File: config.mk
export PLATFORM = sky130hd
export DESIGN_NAME = snitch_icache_refill_writer
export DESIGN_NICKNAME = d
export VERILOG_FILES = /design/src/rtl/snitch_icache_refill_writer.sv
export SDC_FILE = /design/constraint.sdc
export NUM_CORES = 1
export LEC_CHECK = 0
export CORE_AREA = 2 2 172 174
export CTS_CLUSTER_DIAMETER = 80
export CTS_CLUSTER_SIZE = 28
export DETAILED_ROUTE_END_ITERATION = 10
export DIE_AREA = 0 0 174 176
export PLACE_DENSITY_LB_ADDON = 0.12
export SKIP_CTS_REPAIR_TIMING = 1
export SYNTH_ARGS = -nofsm -noshare
export SYNTH_HDL_FRONTEND = slang
export SYNTH_SLANG_ARGS = --single-unit
export TNS_END_PERCENT = 50
File: constraint.sdc
create_clock -name clk_i -period 2.25 [get_ports clk_i]
set_clock_uncertainty 0.1 [all_clocks]
set_input_delay 0.5625 -clock clk_i [delete_from_list [all_inputs] [get_ports clk_i]]
set_output_delay 0.5625 -clock clk_i [all_outputs]
set_load 0.005 [all_outputs]
File: src/rtl/snitch_icache_refill_writer.sv
// Instruction-cache refill writer: fetches one line per miss, assembles the beats
// and hands the line to both the cache array and the requester.
//
// state  | meaning
// -------+-----------------------------------------------------------
// IDLE   | waiting for a miss or flush; the only state accepting either
// REQ    | refill request for the line-aligned address is outstanding
// RECV   | collecting response beats into the line buffer
// DONE   | cache write and requester response pending until both accepted
module snitch_icache_refill_writer #(
  parameter int unsigned FETCH_AW   = 32,
  parameter int unsigned LINE_WIDTH = 128,
  parameter int unsigned BEAT_WIDTH = 64,
  parameter int unsigned LINE_COUNT = 32,
  parameter int unsigned SET_COUNT  = 2,
  parameter int unsigned ID_WIDTH   = 4,
  localparam int unsigned BEATS       = LINE_WIDTH / BEAT_WIDTH,
  localparam int unsigned COUNT_ALIGN = $clog2(LINE_COUNT),
  localparam int unsigned SET_ALIGN   = (SET_COUNT > 1) ? $clog2(SET_COUNT) : 1,
  localparam int unsigned LINE_ALIGN  = $clog2(LINE_WIDTH / 8),
  localparam int unsigned TAG_WIDTH   = FETCH_AW - LINE_ALIGN - COUNT_ALIGN
) (
  input  logic                   clk_i,
  input  logic                   rst_ni,
  input  logic                   flush_valid_i,
  output logic                   flush_ready_o,
  input  logic [FETCH_AW-1:0]    miss_addr_i,
  input  logic [ID_WIDTH-1:0]    miss_id_i,
  input  logic                   miss_valid_i,
  output logic                   miss_ready_o,
  output logic [FETCH_AW-1:0]    refill_addr_o,
  output logic                   refill_valid_o,
  input  logic                   refill_ready_i,
  input  logic [BEAT_WIDTH-1:0]  refill_data_i,
  input  logic                   refill_error_i,
  input  logic                   refill_rvalid_i,
  output logic                   refill_rready_o,
  output logic [COUNT_ALIGN-1:0] write_addr_o,
  output logic [SET_ALIGN-1:0]   write_set_o,
  output logic [LINE_WIDTH-1:0]  write_data_o,
  output logic [TAG_WIDTH-1:0]   write_tag_o,
  output logic                   write_error_o,
  output logic                   write_valid_o,
  input  logic                   write_ready_i,
  output logic [LINE_WIDTH-1:0]  rsp_data_o,
  output logic                   rsp_error_o,
  output logic [ID_WIDTH-1:0]    rsp_id_o,
  output logic                   rsp_valid_o,
  input  logic                   rsp_ready_i
);

  localparam int unsigned BEAT_CW = (BEATS > 1) ? $clog2(BEATS) : 1;
  localparam logic [FETCH_AW-1:0] ADDR_MASK = ~FETCH_AW'(LINE_WIDTH / 8 - 1);

  typedef enum logic [1:0] {S_IDLE, S_REQ, S_RECV, S_DONE} state_e;

  state_e                r_state;
  logic [FETCH_AW-1:0]   r_addr;
  logic [ID_WIDTH-1:0]   r_id;
  logic [LINE_WIDTH-1:0] r_line;
  logic                  r_error;
  logic [BEAT_CW-1:0]    r_beat;
  logic [SET_ALIGN-1:0]  r_victim;
  logic                  r_write_pend;
  logic                  r_rsp_pend;

  logic w_idle;
  logic w_miss_hs;
  logic w_flush_hs;
  logic w_write_hs;
  logic w_last_beat;
  logic w_write_left;
  logic w_rsp_left;

  assign w_idle       = (r_state == S_IDLE);
  assign w_flush_hs   = w_idle && flush_valid_i;
  assign w_miss_hs    = miss_valid_i && miss_ready_o;
  assign w_write_hs   = r_write_pend && write_ready_i;
  assign w_last_beat  = (r_beat == BEAT_CW'(BEATS - 1));
  assign w_write_left = r_write_pend && !write_ready_i;
  assign w_rsp_left   = r_rsp_pend && !rsp_ready_i;

  always_ff @(posedge clk_i or negedge rst_ni) begin
    if (!rst_ni) begin
      r_state      <= S_IDLE;
      r_addr       <= '0;
      r_id         <= '0;
      r_line       <= '0;
      r_error      <= 1'b0;
      r_beat       <= '0;
      r_write_pend <= 1'b0;
      r_rsp_pend   <= 1'b0;
    end else begin
      case (r_state)
        S_IDLE: begin
          if (w_miss_hs) begin
            r_addr  <= miss_addr_i;
            r_id    <= miss_id_i;
            r_beat  <= '0;
            r_error <= 1'b0;
            r_state <= S_REQ;
          end
        end
        S_REQ: begin
          if (refill_ready_i) r_state <= S_RECV;
        end
        S_RECV: begin
          if (refill_rvalid_i) begin
            r_error <= r_error | refill_error_i;
            for (int k = 0; k < BEATS; k++) begin
              if (r_beat == BEAT_CW'(k)) r_line[k*BEAT_WIDTH +: BEAT_WIDTH] <= refill_data_i;
            end
            if (w_last_beat) begin
              r_beat       <= '0;
              r_write_pend <= 1'b1;
              r_rsp_pend   <= 1'b1;
              r_state      <= S_DONE;
            end else begin
              r_beat <= r_beat + 1'b1;
            end
          end
        end
        S_DONE: begin
          // Write and response retire independently; leave once neither is outstanding.
          if (write_ready_i) r_write_pend <= 1'b0;
          if (rsp_ready_i)   r_rsp_pend   <= 1'b0;
          if (!w_write_left && !w_rsp_left) r_state <= S_IDLE;
        end
        default: r_state <= S_IDLE;
      endcase
    end
  end

  always_ff @(posedge clk_i or negedge rst_ni) begin
    if (!rst_ni) begin
      r_victim <= '0;
    end else if (w_flush_hs) begin
      r_victim <= '0;
    end else if (w_write_hs && (SET_COUNT > 1)) begin
      r_victim <= (r_victim == SET_ALIGN'(SET_COUNT - 1)) ? '0 : r_victim + 1'b1;
    end
  end

  // Flush wins over a simultaneous miss, hence the flush term in miss_ready_o.
  assign flush_ready_o   = w_idle;
  assign miss_ready_o    = w_idle && !flush_valid_i;
  assign refill_valid_o  = (r_state == S_REQ);
  assign refill_addr_o   = r_addr & ADDR_MASK;
  assign refill_rready_o = (r_state == S_RECV);

  assign write_valid_o = r_write_pend;
  assign write_addr_o  = r_addr[LINE_ALIGN +: COUNT_ALIGN];
  assign write_tag_o   = r_addr[FETCH_AW-1 -: TAG_WIDTH];
  assign write_set_o   = r_victim;
  assign write_data_o  = r_line;
  assign write_error_o = r_error;

  assign rsp_valid_o = r_rsp_pend;
  assign rsp_data_o  = r_line;
  assign rsp_error_o = r_error;
  assign rsp_id_o    = r_id;

endmodule

==> flow_metrics.env, run 1 <==
export IMPL_worst_case_hold_slack_ps=416
export IMPL_synth_edf_count=0
export IMPL_clk_path_buf_depth=2
export IMPL_clock_sinks=167
export IMPL_post_place_ws_ps=-131
export IMPL_outcome="complete, no violations"
export IMPL_path_delay_family="buffers and inverters"
export IMPL_grt_max_degree=51
export IMPL_grt_pass1_wl_microns=33300
export IMPL_vias_per_cell=4.08
export IMPL_timing_critical_path_to_type="output port"
export IMPL_finish_utilization_pct=42.7
export IMPL_critPathBufInv=1
export IMPL_timing_critical_path_slowest_cell_delay_ps=550
export IMPL_synth_largest_area_cell="sky130_fd_sc_hd__dfrtp_1"
export IMPL_critical_path_max_fanout=3
export IMPL_crit_arrival_ps=1400
export IMPL_period_share_pct=91.6
export IMPL_gpl_final_weighted_congestion=0.770
export IMPL_report_final_hold_viol_count=0
export IMPL_synth_yosys_seq_area_share_pct=53.5
export IMPL_ir_worst_vdd_uv=569
export IMPL_cts_clk_slew_worst_paths_ps=60
export IMPL_synthesis_area_sq_um=7810
export IMPL_finalCriticalPeriod_ps=2060
export IMPL_grt_usage_pct=14.1
export IMPL_insertedDiodeCount=0
export IMPL_fp_dieW_microns=174
export IMPL_first_pass_iters=4
export IMPL_criticalPathCategory="reg2out"
export IMPL_synth_most_common_cell="sky130_fd_sc_hd__dfrtp_1"
export IMPL_postSynth_asyncResetShare_pct=100
export IMPL_numCtsBuffers=17
export IMPL_die_h_microns=176
export IMPL_port_buffer_count=429
export IMPL_maxCapViolCount=0
export IMPL_netlist_top_cells_area="sky130_fd_sc_hd__dfrtp_1 54%, sky130_fd_sc_hd__buf_4 15%, sky130_fd_sc_hd__mux2_2 14%"
export IMPL_setup_ws_ps=188
export IMPL_num_nets_final=962
export IMPL_cts_tree="yes"
export IMPL_cp_data_required_time_ps=1590
export IMPL_rsz0062_at_grt="false"
export IMPL_power_per_cell_area_nw_per_um2=1490
export IMPL_timing_critical_path_slowest_stage_cell="sky130_fd_sc_hd__clkdlybuf4s50_1"
export IMPL_vias_in_the_first_global_route=5667
export IMPL_critical_path_startpoint_type="flip-flop"
export IMPL_drt_antenna_violating_nets=0
export IMPL_setup_viol_count_final=0
export IMPL_synth_warning_count=0
export IMPL_htree_levels=4
export IMPL_synthDistinctLibCells=30
export IMPL_boundaryPins=438
export IMPL_synth_top_cells_by_count="167 x sky130_fd_sc_hd__dfrtp_1, 161 x sky130_fd_sc_hd__buf_4, 98 x sky130_fd_sc_hd__mux2_2, 50 x sky130_fd_sc_hd__mux2_4, 13 x sky130_fd_sc_hd__mux2_1"
export IMPL_detailed_place_hpwl_microns=16800
export IMPL_synth_cells=548
export IMPL_number_of_max_slew_violations_in_the_final_report=0
export IMPL_clk_insertion_delay_late_ps=410
export IMPL_drt_wirelength_microns=21800
export IMPL_power_leakage_nw=5.30
export IMPL_fraction_of_layout_cells_with_a_size_suffix_above_1_pct=24.8
export IMPL_maxClockFrequency_mhz=485
export IMPL_master_cell_of_the_clock_root_buffer="sky130_fd_sc_hd__clkbuf_16"
export IMPL_core_area_sq_um=28500
export IMPL_synthesis_area_per_instance_sq_um=14.2
export IMPL_syn2layout_area_growth_pct=56.1
export IMPL_postPlaceCellArea_sq_um=11600
export IMPL_rows=62
export IMPL_vias=5077
export IMPL_dominantRegCellSynth="sky130_fd_sc_hd__dfrtp_1"
export IMPL_holdCritPathClass="reg2reg"
export IMPL_initial_util_pct=27.3
export IMPL_stdcell_area_sq_um=12200
export IMPL_cell_breakdown_of_the_critical_path="clkdlybuf4s50_1"
export IMPL_die_area_sq_um=30600
export IMPL_grt_overflow_total=0
export IMPL_drtIter0Drc=133
export IMPL_drc=0
export IMPL_portion_of_synthesized_cell_area_occupied_by_the_leading_cell_type_pct=53.5
export IMPL_ys_ff_latch=167
export IMPL_initial_antenna_violation_count=0
export IMPL_routed_wire_length_per_instance_microns=17.5
-- through the flow --
stage / instances / TNS (ps) / power, mW
2_1_floorplan: 551 / 0 / 10.3
3_5_place_dp: 1208 / -1230 / 15.5
4_1_cts: 1240 / -867 / 18.4
3_3_place_gp: 1208 / -1120 / 15.4
6_report: 1244 / 0 / 18.2
5_1_grt: 1244 / 0 / 19.3
-- cell type report --
cell class	instances	area, sq um
multi-input cells	202	2320
flip-flops and latches	167	4180
clock inverters	12	108
fillers	2703	16400
clock buffers	20	457
repair buffers	454	4620
inverters	5	18.8
well taps	384	480
-- cell families (layout without fill, tap and decap cells) --
logic type	Yosys count	count (layout)	share of synthesized area [%]
compound gates	13	13	1.12
xor+xnor	1	1	0.112
fa+ha+maj	6	6	0.962
buf+inv	182	491	17.2
flops	167	167	53.5
mux	163	163	25.9
other cells	1	4	0.0480
simple gates	15	15	1.11
-- report_power, final --
part | total, mW | leakage (nW) | internal [mW] | switching, mW
Sequential | 5.91 | 2.00 | 4.54 | 1.37
Combinational | 9.44 | 3.02 | 6.84 | 2.59
Clock | 2.81 | 0.272 | 1.51 | 1.30
-- layout by cell type, fill, tap and decap left out, types with 2 or more instances in the layout --
master,netlist,layout
sky130_fd_sc_hd__buf_12,0,10
sky130_fd_sc_hd__o2bb2ai_1,2,2
sky130_fd_sc_hd__inv_8,0,2
sky130_fd_sc_hd__mux2_1,13,13
sky130_fd_sc_hd__inv_1,4,2
sky130_fd_sc_hd__mux2_4,50,50
sky130_fd_sc_hd__nand2_1,6,5
sky130_fd_sc_hd__ha_1,6,4
sky130_fd_sc_hd__conb_1,1,4
sky130_fd_sc_hd__clkdlybuf4s50_1,0,424
sky130_fd_sc_hd__dfrtp_1,167,167
sky130_fd_sc_hd__a21oi_1,5,5
sky130_fd_sc_hd__buf_4,161,14
sky130_fd_sc_hd__clkbuf_8,0,2
sky130_fd_sc_hd__dlymetal6s2s_1,0,4
sky130_fd_sc_hd__clkinvlp_4,0,2
sky130_fd_sc_hd__clkbuf_16,0,17
sky130_fd_sc_hd__mux2i_1,2,2
sky130_fd_sc_hd__clkinv_4,0,4
sky130_fd_sc_hd__mux2_2,98,98
sky130_fd_sc_hd__inv_6,0,4
sky130_fd_sc_hd__inv_2,1,3
sky130_fd_sc_hd__nor2b_1,2,2
-- routing by layer --
metal,GRT usage (%),up-vias,share of wire (%)
met1,16.0,2537,39
met2,25.4,244,53
met3,4.65,16,7.3
met5,0,-,0
li1,-,2280,-
met4,3.68,0,1.3
-- worst paths after layout --
check	start	end	slack [ps]	cells past startpoint
worst max-delay path	rsp_data_o[71]	rsp_data_o[71]	190	1
worst min-delay path	rsp_id_o[3]	rsp_id_o[3]	420	1
worst max register to register	r_state[0]	rsp_id_o[1]	400	7
worst min register to register	rsp_id_o[3]	rsp_id_o[3]	420	1
max in group asynchronous	rst_ni	r_addr[20]	910	3
min in group asynchronous	rst_ni	rsp_data_o[26]	480	2
-- worst reg2reg max path: stages (launching register included) --
cell and delay [ps]:
sky130_fd_sc_hd__dfrtp_1 380, sky130_fd_sc_hd__inv_2 80, sky130_fd_sc_hd__ha_4 170, sky130_fd_sc_hd__and2b_1 170, sky130_fd_sc_hd__buf_4 130, sky130_fd_sc_hd__nand2_1 120, sky130_fd_sc_hd__buf_12 210, sky130_fd_sc_hd__mux2_2 380
-- registers in the layout, summed over array words and instances, names as in the netlist --
register	cells
r_addr	28
write_set_o	1
write_valid_o	1
rsp_valid_o	1
r_beat	1
rsp_error_o	1
rsp_data_o	128
r_state	2
rsp_id_o	4
(Power assumes the default switching activity.)
==> run 2, diff against run 1 <==
PLACE_DENSITY_LB_ADDON = not set   (was 0.12)
==> run 2 against run 1 <==
Via count decreased by 0.32%; final area is 0.31% lower; clock power up 1%; maximum frequency down 0.23%; cell count hardly changed; critical path depth did not move; worst setup slack worse by 4.8 ps; register-to-register slack worse by 50 ps; total power down 0.15%; flip-flop and latch count stayed put; worst hold slack lost 8.8 ps; count of clock-buffer cells in the layout fell by 2.
==> flow_metrics.env, run 2 (same netlist as run 1, synthesis figures left out) <==
export IMPL_sum_of_internal_switching_and_leakage_power_mw=18.1
export IMPL_drt_wirelength_microns=21600
export IMPL_criticalPathCategory="reg2out"
export IMPL_maxClockFrequency_mhz=484
export IMPL_outcome="complete, no violations"
export IMPL_cts_tree="yes"
export IMPL_finalCriticalPeriod_ps=2070
export IMPL_first_pass_iters=4
export IMPL_report_final_hold_viol_count=0
export IMPL_clk_insertion_delay_late_ps=410
export IMPL_vias=5061
export IMPL_clk_path_buf_depth=2
export IMPL_initial_util_pct=27.3
export IMPL_boundaryPins=438
export IMPL_timing_critical_path_to_type="output port"
export IMPL_timing_critical_path_slowest_cell_delay_ps=540
export IMPL_rows=62
export IMPL_power_per_cell_area_nw_per_um2=1490
export IMPL_setup_tns_after_final_layout_ps=0
export IMPL_setup_viol_count_final=0
export IMPL_mostFrequentLayoutCells="424 x sky130_fd_sc_hd__clkdlybuf4s50_1, 167 x sky130_fd_sc_hd__dfrtp_1, 98 x sky130_fd_sc_hd__mux2_2"
export IMPL_crit_arrival_ps=1400
export IMPL_cp_startpoint="rsp_data_o[1]"
export IMPL_critPathBufInv=1
export IMPL_num_nets_final=961
export IMPL_ir_worst_vdd_uv=597
export IMPL_cp_data_required_time_ps=1590
export IMPL_drc=0
export IMPL_grt_usage_pct=13.8
export IMPL_vias_per_cell=4.07
export IMPL_die_area_sq_um=30600
export IMPL_die_h_microns=176
export IMPL_detailed_place_hpwl_microns=16400
export IMPL_syn2layout_area_growth_pct=55.6
export IMPL_power_share_sequential_pct=32.6
export IMPL_number_of_max_slew_violations_in_the_final_report=0
export IMPL_drt_antenna_violating_nets=0
export IMPL_master_cell_of_the_clock_root_buffer="sky130_fd_sc_hd__clkbuf_16"
export IMPL_timing_critical_path_slowest_stage_cell="sky130_fd_sc_hd__clkdlybuf4s50_1"
export IMPL_cell_breakdown_of_the_critical_path="clkdlybuf4s50_1"
export IMPL_fraction_of_layout_cells_with_a_size_suffix_above_1_pct=24.9
export IMPL_power_leakage_nw=5.28
export IMPL_path_delay_family="buffers and inverters"
export IMPL_timing_rr_start="r_state[0]"
export IMPL_core_area_sq_um=28500
export IMPL_grt_pass1_wl_microns=32400
export IMPL_insertedDiodeCount=0
export IMPL_holdCritPathClass="reg2reg"
export IMPL_largest_reg_flops=128
export IMPL_critical_path_max_fanout=3
export IMPL_power_frac_clock_pct=15.7
export IMPL_period_share_pct=91.8
export IMPL_critical_path_startpoint_type="flip-flop"
export IMPL_intPower_mw=12.9
export IMPL_vias_in_the_first_global_route=5358
export IMPL_drtIter0Drc=136
export IMPL_layout_cells_most_common="sky130_fd_sc_hd__clkdlybuf4s50_1"
export IMPL_numCtsBuffers=17
export IMPL_routed_wire_length_per_instance_microns=17.4
export IMPL_grt_max_degree=45
export IMPL_grt_overflow_total=0
export IMPL_clock_sinks=167
export IMPL_placed_insts=1209
export IMPL_cts_clk_slew_worst_paths_ps=70
export IMPL_htree_levels=4
export IMPL_total_switching_power_mw=5.26
export IMPL_start_point_of_the_worst_min_delay_path="rsp_id_o[3]"
export IMPL_power_share_combinational_pct=51.7
export IMPL_initial_antenna_violation_count=0
export IMPL_netSwitchingFraction_pct=29.0
export IMPL_rsz0062_at_grt="false"
export IMPL_port_buffer_count=429
export IMPL_final_instance_count_excl_fill=1243
export IMPL_gpl_final_weighted_congestion=0.716
export IMPL_fp_dieW_microns=174
export IMPL_maxCapViolCount=0
run 2: cell types whose count changed in the layout (fill, tap and decap cells not counted):
| cell | previous run | this run |
|---|---|---|
| sky130_fd_sc_hd__clkinv_4 | 4 | 0 |
| sky130_fd_sc_hd__inv_6 | 4 | 8 |
| sky130_fd_sc_hd__buf_12 | 10 | 8 |
| sky130_fd_sc_hd__buf_4 | 14 | 16 |
| sky130_fd_sc_hd__clkinv_2 | 0 | 2 |
| sky130_fd_sc_hd__clkinvlp_4 | 2 | 0 |
| sky130_fd_sc_hd__inv_8 | 2 | 4 |
| sky130_fd_sc_hd__clkbuf_1 | 1 | 0 |
| sky130_fd_sc_hd__clkbuf_8 | 2 | 1 |
| sky130_fd_sc_hd__dlymetal6s2s_1 | 4 | 3 |
run 2: metrics by stage:
step | util [%] | hold slack (ps) | setup slack, ps | instance area, sq um
floorplan | - | 167 | 394 | 7820
global placement | 40.4 | 389 | -146 | 11500
detailed placement | 40.4 | 394 | -127 | 11500
CTS | 42.4 | -43.3 | -312 | 12100
global route | 42.6 | 430 | 109 | 12100
finish | 42.6 | 407 | 183 | 12100
run 2: per-layer routing:
layer	global-route usage (%)	vias to the layer above	share of wire, %
li1	-	2284	-
met1	15.5	2543	38
met2	25.9	226	55
met3	3.85	8	6.3
met4	3.26	0	0.70
met5	0	-	0
run 2: final cells by class:
cell class | instances | area, sq um
fillers | 2698 | 16400
repair buffers | 453 | 4580
flip-flops and latches | 167 | 4180
multi-input cells | 202 | 2320
well taps | 384 | 480
clock buffers | 18 | 439
clock inverters | 14 | 125
inverters | 5 | 18.8
run 2: worst paths after layout:
| path | end | slack [ps] | cells past startpoint |
|---|---|---|---|
| worst min-delay path | rsp_id_o[3] | 410 | 1 |
| max in group asynchronous | rsp_data_o[14] | 880 | 3 |
| worst max-delay path | write_data_o[1] | 180 | 1 |
| worst max register to register | rsp_data_o[9] | 350 | 7 |
| min in group asynchronous | rsp_data_o[55] | 540 | 2 |
| worst min register to register | rsp_id_o[3] | 410 | 1 |
run 2: power groups by stage:
stage	Combinational, mW	Sequential [mW]	Clock (mW)
6_report	9.37	5.91	2.85
3_5_place_dp	9.45	6.00	0
4_1_cts	9.49	5.97	2.98
2_1_floorplan	4.55	5.74	0
3_3_place_gp	9.36	5.97	0
5_1_grt	9.95	6.17	3.08
==> run 3, diff against run 2 <==
ABC_AREA = 1   (was not set)
CAP_MARGIN = 40   (was not set)
CORE_AREA = 2 2 170 172   (was 2 2 172 174)
DIE_AREA = 0 0 172 174   (was 0 0 174 176)
==> run 3 against run 2 <==
The flow now finishes with violations (negative hold slack); global-route usage increased by 1.1 points; critical path depth unchanged; worst setup slack got worse by 4.3 ps; register-to-register slack improved by 120 ps; non-clock buffer count increased by 2; sequential power decreased by 3%; via count increased by 22%; critical path type unchanged; highest routed layer unchanged.
==> flow_metrics.env, run 3 <==
export IMPL_power_share_combinational_pct=49.8
export IMPL_portion_of_synthesized_cell_area_occupied_by_the_leading_cell_type_pct=52.1
export IMPL_synth_largest_area_cell="sky130_fd_sc_hd__dfrtp_1"
export IMPL_gr_usage_met3_pct=4.23
export IMPL_detailed_place_hpwl_microns=17300
export IMPL_layout_cells_most_common="sky130_fd_sc_hd__clkdlybuf4s50_1"
export IMPL_met2_usage_pct=25.8
export IMPL_drc=0
export IMPL_grt_max_degree=71
export IMPL_ir_worst_vdd_uv=530
export IMPL_grt_use_met1_pct=18.3
export IMPL_max_slew_margin_pct=64.7
export IMPL_clock_sinks=167
export IMPL_gpl_final_weighted_congestion=0.763
export IMPL_htree_levels=4
export IMPL_outcome="finished with violations"
export IMPL_port_buffer_count=429
export IMPL_synth_most_common_cell="sky130_fd_sc_hd__nand2_1"
export IMPL_transition_time_at_the_pin_with_the_least_slew_margin_ps=530
export IMPL_cp_data_required_time_ps=1590
export IMPL_core_area_sq_um=28200
export IMPL_largest_reg_flops=128
export IMPL_synthesis_area_per_instance_sq_um=9.55
export IMPL_synth_cells=841
export IMPL_vias_per_cell=4.07
export IMPL_criticalPathCategory="reg2out"
export IMPL_timing_critical_path_slowest_stage_cell="sky130_fd_sc_hd__clkdlybuf4s50_1"
export IMPL_cell_breakdown_of_the_critical_path="clkdlybuf4s50_1"
export IMPL_timing_critical_path_to_type="output port"
export IMPL_fraction_of_layout_cells_with_a_size_suffix_above_1_pct=11.4
export IMPL_insertedDiodeCount=0
export IMPL_clk_path_buf_depth=2
export IMPL_final_instance_count_excl_fill=1516
export IMPL_clk_insertion_delay_late_ps=420
export IMPL_synthDistinctLibCells=20
export IMPL_initial_util_pct=28.4
export IMPL_synth_yosys_seq_area_share_pct=52.1
export IMPL_mostFrequentLayoutCells="424 x sky130_fd_sc_hd__clkdlybuf4s50_1, 209 x sky130_fd_sc_hd__nand2_1, 166 x sky130_fd_sc_hd__dfrtp_1"
export IMPL_path_delay_family="buffers and inverters"
export IMPL_holdCritPathClass="in2async"
export IMPL_finish_utilization_pct=43.1
export IMPL_synth_warning_count=0
export IMPL_vias_in_the_first_global_route=6109
export IMPL_fp_dieW_microns=172
export IMPL_netlist_top_cells_area="sky130_fd_sc_hd__dfrtp_1 52%, sky130_fd_sc_hd__buf_4 15%, sky130_fd_sc_hd__nand2_1 9.8%"
export IMPL_netSwitchingFraction_pct=32.4
export IMPL_rsz0062_at_grt="false"
export IMPL_die_h_microns=174
export IMPL_intPower_mw=11.5
export IMPL_period_share_pct=92.0
export IMPL_routed_wire_length_per_instance_microns=14.9
export IMPL_worst_case_hold_slack_ps=-3.05
export IMPL_cts_tree="yes"
export IMPL_terminus_of_the_critical_flop_to_flop_path="rsp_data_o[57]"
export IMPL_critical_path_max_fanout=3
export IMPL_drt_wirelength_microns=22600
export IMPL_first_pass_iters=6
export IMPL_setup_viol_count_final=0
export IMPL_dominantRegCellSynth="sky130_fd_sc_hd__dfrtp_1"
export IMPL_boundaryPins=438
export IMPL_synthesis_area_sq_um=8030
export IMPL_report_final_hold_viol_count=3
export IMPL_r2r_cells=8
export IMPL_vias=6167
export IMPL_initial_antenna_violation_count=0
export IMPL_crit_arrival_ps=1410
export IMPL_power_per_cell_area_nw_per_um2=1400
export IMPL_drtIter0Drc=317
export IMPL_maxClockFrequency_mhz=483
export IMPL_num_nets_final=1234
export IMPL_numCtsBuffers=17
export IMPL_number_of_max_slew_violations_in_the_final_report=0
export IMPL_cts_clk_slew_worst_paths_ps=70
export IMPL_synth_edf_count=0
export IMPL_drt_antenna_violating_nets=0
export IMPL_critical_path_startpoint_type="flip-flop"
export IMPL_master_cell_of_the_clock_root_buffer="sky130_fd_sc_hd__clkbuf_16"
export IMPL_syn2layout_area_growth_pct=51.7
export IMPL_ys_ff_latch=167
export IMPL_grt_most_used_layer="met2"
export IMPL_grt_overflow_total=0
export IMPL_placed_insts=1482
export IMPL_critPathBufInv=1
export IMPL_postSynth_asyncResetShare_pct=100
export IMPL_num_fill_cells=2773
export IMPL_grt_pass1_wl_microns=34600
export IMPL_violations="negative hold slack"
export IMPL_finalCriticalPeriod_ps=2070
export IMPL_die_area_sq_um=29900
export IMPL_power_share_sequential_pct=33.6
export IMPL_total_switching_power_mw=5.53
export IMPL_timing_critical_path_slowest_cell_delay_ps=570
export IMPL_reg2reg_slack_ps=470
export IMPL_rows=62
export IMPL_maxCapViolCount=0
export IMPL_power_frac_clock_pct=16.6
export IMPL_timing_rr_start="r_state[1]"
export IMPL_synth_top_cells_by_count="209 x sky130_fd_sc_hd__nand2_1, 167 x sky130_fd_sc_hd__dfrtp_1, 164 x sky130_fd_sc_hd__buf_4, 76 x sky130_fd_sc_hd__inv_1"
export IMPL_grt_usage_pct=14.9
export IMPL_power_leakage_nw=5.60
## run 3: power by group through the flow
stage	Sequential [mW]	Clock, mW	Combinational, mW
floorplan	5.55	0	4.13
global placement	5.78	0	8.52
detailed placement	5.82	0	8.59
CTS	5.80	2.93	8.61
global route	5.97	3.06	9.28
finish	5.72	2.83	8.49
## run 3: stage by stage
| stage | setup TNS, ps | power, mW | hold slack [ps] | worst slack [ps] | instance area [sq um] |
|---|---|---|---|---|---|
| finish | 0 | 17.0 | -3.05 | 179 | 12200 |
| global route | 0 | 18.3 | 7.75 | 72.2 | 12200 |
| CTS | -844 | 17.3 | -0.984 | -308 | 12100 |
| detailed placement | -90.1 | 14.4 | 372 | -90.1 | 11600 |
| global placement | -84.3 | 14.3 | 365 | -84.3 | 11600 |
| floorplan | 0 | 9.68 | 167 | 458 | 8040 |
## run 3: worst max path at each step
stage / startpoint / end / depth (start not counted)
after floorplan: r_state[0] / miss_ready_o / 5
after global placement: flush_valid_i / miss_ready_o / 3
after detailed placement: flush_valid_i / miss_ready_o / 3
after CTS: r_state[1] / miss_ready_o / 5
after global routing: r_state[1] / miss_ready_o / 5
final: rsp_data_o[9] / write_data_o[9] / 1
## run 3: cells by family after synthesis
kind of cell,Yosys count,synth area share (%)
buf+inv,275,22.7
simple gates,255,12.7
flops,167,52.1
compound gates,136,11.5
fa+ha+maj,6,0.935
xor+xnor,1,0.109
other cells,1,0.0467
## run 3: area by class of cell
| class | instances | area (sq um) | share of cell area [%] |
|---|---|---|---|
| clock buffers | 20 | 457 | 3.75 |
| clock inverters | 12 | 109 | 0.894 |
| repair buffers | 455 | 4600 | 37.8 |
| flip-flops and latches | 167 | 4180 | 34.3 |
| well taps | 384 | 480 | 3.95 |
| multi-input cells | 402 | 2060 | 16.9 |
| inverters | 76 | 285 | 2.34 |
## run 3: per-layer routing
metal / up-vias / wire length [microns]
met4: 0 / 201
met1: 2890 / 9260
met3: 13 / 1710
met5: - / 0
met2: 244 / 11400
li1: 3020 / -
